`src/rtl/fetch_pkg.sv`:
```
// Shared types and defaults for the instruction-fetch front end.
// Provides the ROM address width, reset PC and the queue entry type.
package fetch_pkg;

    localparam int          ADDR_W_DEF   = 10;
    localparam logic [31:0] RESET_PC_DEF = 32'h0000_0000;

    typedef struct packed {
        logic [31:0] pc;
        logic [31:0] inst;
    } fetch_entry_t;

endpackage

```
`src/rtl/fetch_queue.sv`:
```
// Prefetch FIFO of {pc, inst} entries; flush beats push and pop.
// Ports: CLK, RESET_N, flush, push, push_data, pop, head, head_valid, count.
module fetch_queue
    import fetch_pkg::*;
#(
    parameter int DEPTH = 4
) (
    input  logic                       CLK,
    input  logic                       RESET_N,
    input  logic                       flush,
    input  logic                       push,
    input  fetch_entry_t               push_data,
    input  logic                       pop,
    output fetch_entry_t               head,
    output logic                       head_valid,
    output logic [$clog2(DEPTH):0]     count
);

    localparam int PW = $clog2(DEPTH);
    localparam int CW = PW + 1;

    fetch_entry_t   mem [DEPTH];
    logic [PW-1:0]  rd_ptr;
    logic [PW-1:0]  wr_ptr;
    logic           do_pop;
    logic           do_push;

    assign do_pop  = pop && (count != '0);
    // A push into a full queue is only legal when the head leaves too.
    assign do_push = push && ((count < CW'(DEPTH)) || do_pop);

    always_ff @(posedge CLK or negedge RESET_N) begin
        if (!RESET_N) begin
            rd_ptr <= '0;
            wr_ptr <= '0;
            count  <= '0;
        end else if (flush) begin
            rd_ptr <= '0;
            wr_ptr <= '0;
            count  <= '0;
        end else begin
            if (do_push) wr_ptr <= wr_ptr + PW'(1);
            if (do_pop)  rd_ptr <= rd_ptr + PW'(1);
            count <= count + CW'(do_push) - CW'(do_pop);
        end
    end

    always_ff @(posedge CLK) begin
        if (do_push && !flush) mem[wr_ptr] <= push_data;
    end

    // Storage is not reset, so an empty queue presents zeros.
    assign head_valid = (count != '0);
    assign head       = head_valid ? mem[rd_ptr] : '0;

endmodule

```
`src/rtl/fetch_prefetch_unit.sv`:
```
// Fetch front end: owns fetch PC, hides ROM latency, queues instructions.
// Ports: CLK, RESET_N, DATA_IMEM, DIR_IMEM, IMEM_REQ, REDIRECT, REDIRECT_PC,
// INST_VALID, INST_OUT, INST_PC, INST_READY; FETCH_PERF_EN adds
// FETCH_DELIVERED_CNT and FETCH_FLUSHED_CNT.
module fetch_prefetch_unit
    import fetch_pkg::*;
#(
    parameter int          DEPTH    = 4,
    parameter int          ADDR_W   = ADDR_W_DEF,
    parameter logic [31:0] RESET_PC = RESET_PC_DEF
) (
    input  logic              CLK,
    input  logic              RESET_N,
    input  logic [31:0]       DATA_IMEM,
    output logic [ADDR_W-1:0] DIR_IMEM,
    output logic              IMEM_REQ,
    input  logic              REDIRECT,
    input  logic [31:0]       REDIRECT_PC,
    output logic              INST_VALID,
    output logic [31:0]       INST_OUT,
    output logic [31:0]       INST_PC,
    input  logic              INST_READY
`ifdef FETCH_PERF_EN
    ,
    output logic [31:0]       FETCH_DELIVERED_CNT,
    output logic [31:0]       FETCH_FLUSHED_CNT
`endif
);

    localparam int CW = $clog2(DEPTH) + 1;

    logic [31:0]   fetch_pc;
    logic [31:0]   inflight_pc;
    logic          inflight;
    logic [CW-1:0] q_count;
    logic [CW-1:0] occ;
    logic          issue;
    logic          push;
    logic          pop;
    fetch_entry_t  push_data;
    fetch_entry_t  head;
    logic          unused_ok;

    assign unused_ok = ^REDIRECT_PC[1:0];

    // Counting the in-flight request as occupied means a response
    // always finds room when it arrives.
    assign occ      = q_count + CW'(inflight);
    assign issue    = RESET_N && !REDIRECT && (occ < CW'(DEPTH));
    assign IMEM_REQ = issue;
    assign DIR_IMEM = fetch_pc[ADDR_W+1:2];

    assign push      = inflight && !REDIRECT;
    assign pop       = INST_VALID && INST_READY;
    assign push_data = '{pc: inflight_pc, inst: DATA_IMEM};

    always_ff @(posedge CLK or negedge RESET_N) begin
        if (!RESET_N) begin
            fetch_pc    <= RESET_PC;
            inflight    <= 1'b0;
            inflight_pc <= '0;
        end else if (REDIRECT) begin
            fetch_pc <= {REDIRECT_PC[31:2], 2'b00};
            inflight <= 1'b0;
        end else if (issue) begin
            fetch_pc    <= fetch_pc + 32'd4;
            inflight    <= 1'b1;
            inflight_pc <= fetch_pc;
        end else begin
            inflight <= 1'b0;
        end
    end

    fetch_queue #(.DEPTH(DEPTH)) u_queue (
        .CLK        (CLK),
        .RESET_N    (RESET_N),
        .flush      (REDIRECT),
        .push       (push),
        .push_data  (push_data),
        .pop        (pop),
        .head       (head),
        .head_valid (INST_VALID),
        .count      (q_count)
    );

    assign INST_OUT = head.inst;
    assign INST_PC  = head.pc;

`ifdef FETCH_PERF_EN
    always_ff @(posedge CLK or negedge RESET_N) begin
        if (!RESET_N) begin
            FETCH_DELIVERED_CNT <= '0;
            FETCH_FLUSHED_CNT   <= '0;
        end else if (REDIRECT) begin
            FETCH_FLUSHED_CNT <= FETCH_FLUSHED_CNT + 32'(occ);
        end else if (pop) begin
            FETCH_DELIVERED_CNT <= FETCH_DELIVERED_CNT + 32'd1;
        end
    end
`endif

endmodule
```
`config.mk`:
```
export PLATFORM = sky130hd
export DESIGN_NAME = fetch_prefetch_unit
export DESIGN_NICKNAME = d
export VERILOG_FILES = /design/src/rtl/fetch_pkg.sv /design/src/rtl/fetch_queue.sv /design/src/rtl/fetch_prefetch_unit.sv
export SDC_FILE = /design/constraint.sdc
export NUM_CORES = 1
export LEC_CHECK = 0
export ABC_AREA = 1
export CAP_MARGIN = 10
export CORE_UTILIZATION = 35
export CTS_CLUSTER_SIZE = 28
export DETAILED_ROUTE_END_ITERATION = 8
export PLACE_DENSITY_LB_ADDON = 0.15
export SLEW_MARGIN = 20
export SYNTH_ARGS = -nofsm -noshare
export SYNTH_HDL_FRONTEND = slang
export SYNTH_SLANG_ARGS = --single-unit
export TNS_END_PERCENT = 5
```
`constraint.sdc`:
```
create_clock -name CLK -period 4.75 [get_ports CLK]
set_input_delay 1.425 -clock CLK [delete_from_list [all_inputs] [get_ports CLK]]
set_output_delay 1.425 -clock CLK [all_outputs]
set_load 0.05 [all_outputs]
```
# Yosys cells after proc, flatten, opt, wreduce, memory -nomap -nowiden
# Memories as Yosys holds them, arrays and structs flattened.
# Cells that the tools add are included.
word_totals:
  memories: 1
  wordCells: 42
  ram_bits: 256
  latchBits: 0
  out_inout_bits: 76
  inputBits: 68
  reg_bits: 72
  mem_bits_ro: 0
classes:
  n_eq_ne: 0
  n_reduce_logical: 14
  order_cmp: 2
  multipliers: 0
  mux: 12
  n_addsub: 6
  n_shift: 0
  div: 0
  bitwise: 1
mem_list:
  columns: ["memory", "depth", "word_bits", "read_ports", "rd_clocked_by_memory_dff", "wr", "line_no", "source"]
  rows:
  - ["u_queue.mem", 4, 64, 1, 0, 1, "fetch_queue.sv:22", "fetch_entry_t mem [DEPTH];"]
op_table:
  columns: ["cell", "count"]
  rows:
  - ["2-to-1 mux 32 bit", 2]
  - ["2-to-1 mux 64 bit", 1]
  - ["adder 32 x 3 -> 32 bit, second input constant", 1]
  - ["2-to-1 mux 2 bit", 4]
  - ["logical AND 1 bit", 7]
  - ["adder 3 x 1 -> 3 bit", 2]
  - ["less-than comparator 3 bit, second input constant", 2]
  - ["nonzero test 2 bit", 3]
  - ["adder 2 x 1 -> 2 bit, second input constant", 2]
  - ["2-to-1 mux 1 bit", 4]
  - ["2-to-1 mux 3 bit", 1]
  - ["nonzero test 3 bit", 1]
  - ["subtractor 3 x 1 -> 3 bit", 1]
  - ["AND reduction 2 bit", 1]
  - ["zero test 1 bit", 1]
  - ["logical OR 1 bit", 1]
  - ["NOT 1 bit", 1]

# Logic depth before layout (Yosys ltp)
logic_depth:
  depth_word: 8
  mapped_depth: 11

# Hierarchy
# Synthesis repeated with hierarchy kept, for this count alone.
hier_totals:
  hier_cells: 1570
  hier_area_um2: 14965.6
by_module_without_submodules:
  columns: ["mod", "instances", "area_per_inst_um2", "cells_per_inst"]
  rows:
  - ["fetch_queue", 1, 11375.9, 1075]
  - ["fetch_prefetch_unit", 1, 3589.7, 495]

# Worst setup path before layout
# No wires, ideal clock.
synth_timing:
  path_kind: "input port to flip-flop"
  startpoint: "in REDIRECT"
  endpoint: "mem u_queue.mem[0][0] (netlist name) (enable)"
  t_required_ps: 4268
  arrival_time_ps: 4616
  path_slack_ps: -349
  setup_ps: 482
  path_stages: 5
  path_cell_list: "buf_2 > inv_1 > buf_2 > nand3_1 > nor2_1"
synth_between:
  elab_chain_len: 6
synth_rtl:
  columns: ["item", "line_no", "source"]
  rows:
  - ["from (decl)", "fetch_prefetch_unit.sv:17", "input logic REDIRECT,"]
  - ["zero test 1 bit (*)", "fetch_queue.sv:49, fetch_prefetch_unit.sv:53", null]
  - ["logical AND 1 bit", "fetch_prefetch_unit.sv:53", "assign push = inflight && !REDIRECT;"]
  - ["logical AND 1 bit", "fetch_queue.sv:30", "assign do_push = push && ((count < CW'(DEPTH)) || do_pop);"]
  - ["logical AND 1 bit (*)", "fetch_queue.sv:49", "if (do_push && !flush) mem[wr_ptr] <= push_data;"]
  - ["2-to-1 mux 1 bit (*)", "fetch_queue.sv:49", null]
  - ["2-to-1 mux 1 bit (implied by the code) (*)", "fetch_queue.sv:49", null]
  - ["to (decl)", "fetch_queue.sv:22", null]
# Every way passes the cells marked *; elsewhere a longest branch is shown, timed or not.

# Final worst setup path
layout_timing:
  startpoint: "reg u_queue.rd_ptr[0]"
  endpoint: "out INST_OUT[8]"
layout_between:
  elab_chain_len: 2
layout_rtl:
  columns: ["item", "line_no", "source"]
  rows:
  - ["from (decl)", "fetch_queue.sv:23", "logic [PW-1:0] rd_ptr;"]
  - ["from (signal assigned)", "fetch_queue.sv:43", "if (do_pop) rd_ptr <= rd_ptr + PW'(1);"]
  - ["memory (4 x 64 bit)", null, null]
  - ["2-to-1 mux 64 bit", "fetch_queue.sv:54", "assign head = head_valid ? mem[rd_ptr] : '0;"]
  - ["to (decl)", "fetch_prefetch_unit.sv:20", "output logic [31:0] INST_OUT,"]
# No other way between the ends.

==> flow_summary.json <==
{
  "netlist_area_sq_um": 13500,
  "setup_viol": 0,
  "syn_area_per_cell_sq_um": 10.5,
  "path_max_fanout": 59,
  "ctsHoldBuffers": 0,
  "p_per_area_nw_per_um2": 565,
  "port-buffer-count": 139,
  "crit_slowest_cell": "clkinv_2",
  "rrSetupSlack_ns": 2.50,
  "synth_top_area_frac": 0.554,
  "track_usage": 0.169,
  "cts_resized": 0,
  "synth_warnings": 0,
  "cpMostUsedCell": "buf_4",
  "clkSlewWorstSetupHoldPaths_ns": 0.06,
  "finalHoldViolCount": 0,
  "yosys-top-cells-area": "edfxtp_1 (55%), dfrtp_1 (13%), nor2_1 (7.9%)",
  "status": "finished clean",
  "cts_tree": "done",
  "hold_ws_ns": 0.517,
  "grt_pass1_wl_um": 50700,
  "grt_pass1_vias": 8946,
  "critPathMaxStageDelay_ns": 0.58,
  "ios": 144,
  "layout-drive-gt1-share": 0.112,
  "power_w": 0.00917,
  "drt-total-wl_um": 32900,
  "cts_made_buffers": 36,
  "coreArea_sq_um": 37800,
  "rr_endpoint": "u_queue.mem[3][31]$_DFFE_PP_",
  "synth_edf_count": 248,
  "rsz0062_at_grt": "false",
  "vias": 9092,
  "clkSinkCount": 316,
  "yosysMostFrequentCell": "nor2_1",
  "area_growth_pct": 20.7,
  "dp_hpwl_um": 19800,
  "ctsHtreeMaxLevel": 2,
  "finalSetupTns_ns": 0,
  "synth_top_area_cell": "edfxtp_1",
  "worst-setup-path-type": "flip-flop to primary output",
  "synthTopCellsByCount": "nor2_1 (282), edfxtp_1 (248), nand2_1 (199)",
  "antenna_found_initial": 1,
  "ir_drop_v": 0.000240,
  "gp_congestion": 0.836,
  "ys_seq_area_frac": 0.680,
  "maxSlewViolCount": 0,
  "worst_pin_slew_ns": 0.903,
  "hold_path_end": "u_queue.mem[0][49]$_DFFE_PP_",
  "netlist_instances": 1275,
  "r2r-start": "u_queue.count[2]$_DFF_PN0_",
  "ff2ff_path_depth": 5,
  "antennaDiodeCount": 0,
  "cp_top_family": "buffers and inverters",
  "nNetsFinal": 1476,
  "critical_path_arrival_ns": 2.60,
  "drtIter0Drc": 458,
  "worstHoldPathCells": 0,
  "hp-start": "inflight_pc[17]$_DFFE_PN0P_",
  "wl_per_cell_um": 17.0,
  "end_kind": "primary output",
  "row_count": 71,
  "grt_max_degree": 126,
  "fin_skew_ns": 0.0150,
  "crit_chain": "clkinv_2 > buf_4 > o21ai_0 > a21oi_1 > buf_4",
  "hp-class": "flip-flop to flip-flop",
  "layout_min_cycle_time_ns": 4.02,
  "synth_seq_cells": 316,
  "clock-root-buffer": "clkbuf_16",
  "startpoint_type": "flip-flop",
  "start_util": 0.356,
  "overflow": 0,
  "utilization": 0.430,
  "fin_crit_sh": 0.847,
  "die_area_sq_um": 39200,
  "die_height_um": 198,
  "cts_buffer_depth": 3,
  "ant_nets": 0,
  "viasPerCell": 4.69,
  "synth_ff_type": "edfxtp_1",
  "async_flop_share": 0.215,
  "firstDrtPassIters": 6,
  "cp_data_required_time_ns": 3.32,
  "post_cts_buffers": 0,
  "drc": 0,
  "max_freq_ghz": 0.248,
  "clkLatencyLatePin_ns": 0.52,
  "maxCapViolations": 0,
  "crit_buf_inv": 3,
  "fp.dieW_um": 198,
  "slew_headroom": 0.397,
  "p_leak_nw": 6.18,
  "ys_types": 29
}
[layout by cell type (no fill, tap or decap), types with 2 or more instances in the layout]
cell               n
nor2_2             7
clkdlybuf4s50_1   75
dfrtp_1           66
inv_2              4
clkinv_2           6
conb_1             2
o21ai_0          162
nor2_1           278
edfxtp_1         248
ha_1               7
nand2_1          199
nor2_4             9
clkbuf_16         36
and2_1             2
nand3_1           67
o211ai_1           3
nand2_4            3
or2_2              2
buf_4             80
xor2_1             5
a21oi_1           65
inv_1             63
clkinv_1          12
clkbuf_1           8
buf_12             5
[per-stage QoR]
| stage | std cells | cell area (sq um) | setup slack (ns) |
|---|---|---|---|
| after global routing | 1937 | 16200 | 0.489 |
| after CTS | 1937 | 16200 | 0.640 |
| final | 1937 | 16200 | 0.726 |
| after floorplan | 1276 | 13500 | -0.349 |
| after detailed placement | 1873 | 15200 | 0.767 |
| after global placement | 1873 | 15200 | 0.832 |
[registers in the layout, indices dropped and copies added, names as in the netlist]
name            cells
fetch_pc           30
inflight            1
inflight_pc        30
u_queue.count       3
u_queue.mem       248
u_queue.rd_ptr      2
u_queue.wr_ptr      2
[power breakdown]
group	leakage [nW]	total (W)	internal [W]	switching, W
clock	0.503	0.00246	0.00139	0.00107
combinational	2.59	0.00306	0.000836	0.00223
sequential	3.09	0.00365	0.00337	0.000279
[how the worst max path moves through the flow]
stage / cells after the start / end / start / slack [ns]
3_3_place_gp: 6 / u_queue.mem[3][24]$_DFFE_PP_ / REDIRECT / 0.83
5_1_grt: 5 / INST_OUT[6] / u_queue.rd_ptr[0]$_DFFE_PN0P_ / 0.49
6_report: 5 / INST_OUT[8] / u_queue.rd_ptr[0]$_DFFE_PN0P_ / 0.73
3_5_place_dp: 6 / u_queue.mem[3][28]$_DFFE_PP_ / REDIRECT / 0.77
4_1_cts: 5 / INST_PC[23] / u_queue.rd_ptr[0]$_DFFE_PN0P_ / 0.64
2_1_floorplan: 5 / u_queue.mem[0][0]$_DFFE_PP_ / REDIRECT / -0.35
[cell type report]
type,instances,area [sq um]
Fill cell,3632,21500
Sequential cell,316,9150
Multi-Input combinational cell,817,3690
Timing Repair Buffer,161,1460
Clock buffer,44,931
Tap cell,511,639
Inverter,68,256
Clock inverter,20,103
[cells by family (layout without fill, tap and decap cells)]
logic type | Yosys count | count (layout) | share of synthesized area
flops | 316 | 316 | 0.680
simple gates | 572 | 572 | 0.174
fa+ha+maj | 8 | 8 | 0.00800
compound gates | 230 | 230 | 0.0861
xor+xnor | 5 | 5 | 0.00326
buf+inv | 143 | 293 | 0.0480
other cells | 1 | 2 | 0.000279
[metal layers]
layer  vias up  global-route usage  routed length [um]
li1       4543                   -                   -
met1      4315               0.229               15400
met3        40              0.0283                1400
met5         -                   0                  13
met2       192               0.281               15600
met4         2              0.0402                 488
(Power assumes the default switching activity.)
